<file path="config.mk">
export PLATFORM = sky130hd
export DESIGN_NAME = stream_block_collector
export DESIGN_NICKNAME = d
export VERILOG_FILES = /design/src/rtl/stream_block_collector.sv
export SDC_FILE = /design/constraint.sdc
export NUM_CORES = 1
export LEC_CHECK = 0
export ABC_AREA = 1
export CAP_MARGIN = 20
export CORE_ASPECT_RATIO = 1.5
export CORE_MARGIN = 10
export CORE_UTILIZATION = 59
export DETAILED_ROUTE_END_ITERATION = 10
export GPL_TIMING_DRIVEN = 0
export PLACE_DENSITY_LB_ADDON = 0.05
export SLEW_MARGIN = 20
export SYNTH_ARGS = -nofsm -noshare
export SYNTH_HDL_FRONTEND = slang
export SYNTH_SLANG_ARGS = --single-unit
</file>
<file path="constraint.sdc">
create_clock -name clk -period 8.2 [get_ports clk]
set_clock_uncertainty 0.05 [all_clocks]
set_input_delay 1.64 -clock clk [delete_from_list [all_inputs] [get_ports clk]]
set_output_delay 1.64 -clock clk [all_outputs]
set_load 0.1 [all_outputs]
</file>
<file path="src/rtl/stream_block_collector.sv">
`default_nettype none
// ============================================================================
// Module   : stream_block_collector
// Purpose  : Collects a valid-qualified serial sample stream into parallel
//            N-sample blocks using a ping-pong pair of block registers, with
//            a ready/valid block output and a sticky overflow flag for
//            samples that arrive while both banks are full.
// Revision : 1.0 - initial release
// ============================================================================
module stream_block_collector #(
    parameter int WIDTH = 16,
    parameter int N     = 8
) (
    input  logic                    clk,
    input  logic                    rst,
    input  logic                    in_valid,
    input  logic signed [WIDTH-1:0] in_data,
    output logic                    out_valid,
    input  logic                    out_ready,
    output logic [N*WIDTH-1:0]      out_data,
    output logic                    overflow
);

    localparam int                CNT_W      = (N > 2) ? $clog2(N) : 1;
    localparam logic [CNT_W-1:0]  c_LAST_IDX = CNT_W'(N - 1);

    // Two block banks; element 0 of a bank holds the first sample of its block.
    logic [WIDTH-1:0] bank_q [2][N];

    logic [1:0]       full_q,    full_d;
    logic             wb_q,      wb_d;
    logic             rb_q,      rb_d;
    logic [CNT_W-1:0] wr_cnt_q,  wr_cnt_d;
    logic             overflow_q, overflow_d;

    logic             wr_en_w;
    logic             drop_w;
    logic             rd_en_w;

    // A sample is stored only into a bank that is not holding a finished block.
    assign wr_en_w = in_valid &&  !full_q[wb_q];
    assign drop_w  = in_valid &&   full_q[wb_q];
    assign rd_en_w = full_q[rb_q] && out_ready;

    // Next-state for bank occupancy, pointers, write index and overflow.
    always_comb begin
        full_d     = full_q;
        wb_d       = wb_q;
        rb_d       = rb_q;
        wr_cnt_d   = wr_cnt_q;
        overflow_d = overflow_q;

        // Consume frees the read bank; a write can never target this same bank
        // in the same cycle because writes require the target bank to be empty.
        if (rd_en_w) begin
            full_d[rb_q] = 1'b0;
            rb_d         = ~rb_q;
        end

        if (wr_en_w) begin
            if (wr_cnt_q == c_LAST_IDX) begin
                full_d[wb_q] = 1'b1;
                wb_d         = ~wb_q;
                wr_cnt_d     = '0;
            end else begin
                wr_cnt_d = wr_cnt_q + 1'b1;
            end
        end

        if (drop_w) begin
            overflow_d = 1'b1;
        end
    end

    // Control state register.
    always_ff @(posedge clk) begin
        if (rst) begin
            full_q     <= '0;
            wb_q       <= 1'b0;
            rb_q       <= 1'b0;
            wr_cnt_q   <= '0;
            overflow_q <= 1'b0;
        end else begin
            full_q     <= full_d;
            wb_q       <= wb_d;
            rb_q       <= rb_d;
            wr_cnt_q   <= wr_cnt_d;
            overflow_q <= overflow_d;
        end
    end

    // Bank storage: zeroed on reset, one element written per accepted sample.
    always_ff @(posedge clk) begin
        if (rst) begin
            for (int b = 0; b < 2; b++) begin
                for (int i = 0; i < N; i++) begin
                    bank_q[b][i] <= '0;
                end
            end
        end else if (wr_en_w) begin
            for (int b = 0; b < 2; b++) begin
                for (int i = 0; i < N; i++) begin
                    if ((wb_q == b[0]) && (wr_cnt_q == CNT_W'(i))) begin
                        bank_q[b][i] <= in_data;
                    end
                end
            end
        end
    end

    // Output block comes straight from the read bank registers.
    generate
        for (genvar gi = 0; gi < N; gi++) begin : g_out
            assign out_data[gi*WIDTH +: WIDTH] = rb_q ? bank_q[1][gi] : bank_q[0][gi];
        end
    endgenerate

    assign out_valid = full_q[rb_q];
    assign overflow  = overflow_q;

endmodule
`default_nettype wire

</file>
# Word-level counts from Yosys, hierarchy flattened
# Memories as Yosys holds them, arrays and structs flattened.
# Cells that the tools add are included.
# word_totals
latch_bits	0
romBits	0
mem_bits_rw	256
reg_bits	8
mem_count	1
elab_cells	165
output_inout_bits	130
# classes
shift	0
magnitude_cmp	4
div	0
reduce_logical	24
bitwise_logic	21
eq_ne	7
mul	0
n_addsub	1
mux	102
# mem_list
name	depth	word_bits	rd	rd_clocked_by_memory_dff	write_ports	line	source
bank_q	2	128	2	0	2	28	logic [WIDTH-1:0] bank_q [2][N];
# ops
operator	count
2-to-1 mux 16 bit	24
2-to-1 mux 1 bit	72
logical AND 1 bit	21
OR 1 bit	16
== test 3 bit (second input constant)	4
== test 3 x 2 -> 1 bit (second input constant)	2
2-to-1 mux 2 bit	3
< comparator 1 x 2 -> 1 bit (second input constant)	2
adder 3 x 1 -> 3 bit (second input constant)	1
== test 3 x 1 -> 1 bit (second input constant)	1
logical NOT 3 bit	1
2-to-1 mux 3 bit	1
bitwise AND 2 bit	1
demux 1 bit (select 1 bit)	2
>= comparator 1 bit (second input constant)	2
inverter 1 bit	2
inverter 2 bit	1
OR 2 bit	1
AND reduction 2 bit	1
logical NOT 1 bit	1

# Longest topological paths before layout
# logic_depth
word_depth	10
depth_mapped	11
ltp_nobuf	10

# Least setup slack after synthesis
# OpenSTA, ideal clock, no wires.
# synth_path
path_kind	register to output
from	register rb_q
to	output port out_valid
n_path_buf	2
path_stages_with_launch	4
path_slack_ps	3766
t_arrival_ps	2744
path_cell_list	dfxtp_1 clkbuf_1 clkbuf_1 o21ai_0
# synth_between
elab_chain_cells	2
# synth_lines
item	line	source
from (decl)	32	logic rb_q, rb_d;
from (signal assigned)	86	rb_q <= rb_d;
2-to-1 mux 1 bit (not written as such) (2 in series)	118	assign out_valid = full_q[rb_q];
to (decl)	18	output logic out_valid,
# No other way between the ends. The select of a mux whose other input is x is not followed.

# Worst setup path in the final report
# layout_path
from	register rb_q
to	output port out_data[29]
# layout_between
elab_chain_cells	1
# layout_lines
item	line	source
2-to-1 mux 16 bit	114	assign out_data[gi*WIDTH +: WIDTH] = rb_q ? bank_q[1][gi] : bank_q[0][gi];
to (decl)	20	output logic [N*WIDTH-1:0] out_data,
# No other way between the ends.

==> results.md <==
- Critical path depth: 6
- Run status: finished, final reports clean
- Tmin final: 5280 ps
- CTS Buffer Depth: 3
- Mux cell area share after synthesis: 0
- Drt drc: 0
- Vias in the first global route: 7508
- Worst slack at placement: 3500 ps
- Clock Sinks: 264
- Remaining antenna violation count: 0
- Highest-delay cell along the critical path: clkdlybuf4s50_1
- Htree depth: 1
- Largest net degree at the start of global routing: 17
- CP Max Fanout: 10
- Worst Reg-to-Reg Cells: 10
- Core area: 0.0179 mm2
- Final non-filler cell total: 1365
- Antenna violations before repair: 0
- Distinct cells, synth: 26
- Net Count, Synth: 978
- CP endpoint kind: output pin
- Seq/Total Area, Yosys: 0.730
- Clk Latency, worst-skew pair: 520 ps
- CTS Buf Count: 23
- Worst-margin pin slew: 1160 ps
- Ratio of total power to cell area: 240 mW/mm2
- Most frequent cells in the layout: nand2_1, edfxtp_1, nor2_1, clkdlybuf4s50_1, clkbuf_1
- Sw frac: 0.298
- Die Footprint: 0.0241 mm2
- Worst-path cell chain: clkbuf_1 -> clkbuf_1 -> clkbuf_1 -> nand2_1 -> nand2_1 -> clkdlybuf4s50_1
- Layout fillers: 1218
- Data arrival time of the worst path: 3590 ps
- First-pass GRT wire length: 43400 um
- Core Rows: 60
- # Post-CTS Setup Buffers: 0
- Hold_buf cts: 0
- Synth Area in XOR/XNOR: 0
- Worst Path Required: 6510 ps
- Clock Power Share: 0.326
- Ports: 150
- Initial core utilization: 0.599
- Max VDD drop: 0.196 mV
- Synthesized flop and latch total: 264
- Global-route usage over all layers: 0.242
- Port Buffers: 148
- Setup TNS: 0 ps
- Gp weighted congestion: 0.953
- FF-to-FF setup slack: 5350 ps
- Root Driver: clkbuf_16
- Detail-routed via count per cell: 5.52
- Hold Path Depth: 2
- Post-Synthesis Cells: 952
- CP max stage delay: 1160 ps
- Overall Power: 3.20 mW
- Layout cell share with drive strength beyond 1: 0.0627
- Simple logic cell fraction of the synthesized area: 0.220
- Routed len/inst: 21.4 um
- Sequential power share: 0.493
- Cell Area, Synth: 0.0107 mm2
- CP Launch Type: flip-flop
- Area Overhead vs Synth: 24.0%
- Unrepaired setup endpoints after global routing: false
- Synth Area in Compound Gates: 0.0106
- Die H: 185 um
- Hold Path Class: flip-flop to flip-flop
- DRT Pass-1 Iters: 5
- Final count of pins violating max slew: 0
- # setup viols final: 0
- Most common cell after layout, fill and taps aside: nand2_1
- Internal power: 2.24 mW
- Critical path's top delay family: buffers and inverters
- DP HPWL: 20300 um
- Post_cts resized: 0
- Total number of vias: 7539
- Clock slew at reported path FFs: 70 ps
- Initial DRC Count: 804
- Fmax: 0.189 GHz
- Post-Route WL: 29200 um
- CTS tree: done
- Main combinational cell family by area after synthesis: simple AND/OR/NAND/NOR gates
- Die Wd: 130 um
- Max-Cap Viols: 0
- Grt ovf: 0
- Synth warn: 0
- Worst slew margin relative to its limit: 0.222
- Leakage power: 5.45 nW
- Sw Pwr: 954 uW
- Adder-Cell Fraction of Synth Area: 0.00699
- Buf+Inv Stages, Crit Path: 4
- Logic pwr share: 0.181
- Post-Place Cells: 1323
- CP Class: flip-flop to output pin
- Final hold vios: 0
- Most used cell, CP: clkbuf_1
- Final critical-path share of the clock period: 0.644
- Average size of a mapped cell: 11.3 um2
- Post-route setup slack: 2920 ps
- Final #Nets: 1157
- Ant. Diodes: 0
## registers in the layout, summed over array words and instances (netlist names)
| register | flops |
|---|---|
| overflow | 1 |
| wb_q | 1 |
| full_q | 2 |
| bank_q | 256 |
| rb_q | 1 |
| wr_cnt_q | 3 |
## area by class of cell
cell class | count | area, um2 | area share
plain buffers | 42 | 221 | 0.0166
inverters | 32 | 123 | 0.00920
clock inverters | 17 | 133 | 0.00995
well taps | 217 | 272 | 0.0204
clock buffers | 25 | 583 | 0.0438
flip-flops and latches | 264 | 7850 | 0.589
repair buffers | 154 | 1570 | 0.118
multi-input cells | 614 | 2580 | 0.193
## kinds of logic (layout without fill, tap and decap cells)
family          Yosys count  after routing
simple gates            586            586
flops                   264            264
compound gates           22             22
buf+inv                  74            270
fa+ha+maj                 6              6
## power groups by stage
stage               Sequential, mW  Combinational, mW  Clock (mW)
finish                        1.58              0.577        1.04
detailed placement            1.60              0.578           0
global route                  1.58              0.596        1.10
floorplan                     1.60              0.421           0
global placement              1.60              0.569           0
CTS                           1.58              0.580        1.05
## metrics by stage
step	hold WS [ps]	instance area (um2)	util
6_report	427	13300	0.743
5_1_grt	493	13300	0.743
4_1_cts	434	13300	0.743
3_5_place_dp	410	12600	0.703
3_3_place_gp	407	12500	0.697
2_1_floorplan	426	10700	-
## worst paths after layout
kind                                  from                      to
hold / removal       overflow$_SDFFE_PP0P_   overflow$_SDFFE_PP0P_
setup / recovery         rb_q$_SDFFE_PP0N_            out_data[29]
setup reg to reg  wr_cnt_q[0]$_SDFFE_PP0N_  bank_q[0][5]$_DFFE_PP_
hold reg to reg      overflow$_SDFFE_PP0P_   overflow$_SDFFE_PP0P_
## worst reg2reg max path, delay by kind of cell (launching register included)
family	cells	cell delay, ps
adders and majority gates	1	280
buffers and inverters	2	180
DFF	1	340
and+or+nand+nor	7	1630
## layer usage
metal	wire length, um	vias to the layer above	global-route usage	part of all wire
met1	10400	3589	0.286	0.36
li1	-	3492	-	-
met5	0	-	0	0
met2	14900	380	0.419	0.51
met3	2510	78	0.0363	0.086
met4	1350	0	0.120	0.046
## cells in the mapped netlist, drive strengths merged
cell	count	area, um2
inv	16	62.6
a211oi	1	7.51
buf	12	109
o21ai	14	70.1
ha	6	75.1
nand3	9	125
clkinv	16	60.1
dfxtp	8	160
nor2	158	617
clkbuf	30	113
nand2	414	1560
a21oi	6	30.0
a31oi	1	6.26
edfxtp	256	7690
nand4	5	61.3
Power figures use the tool's default switching activity.
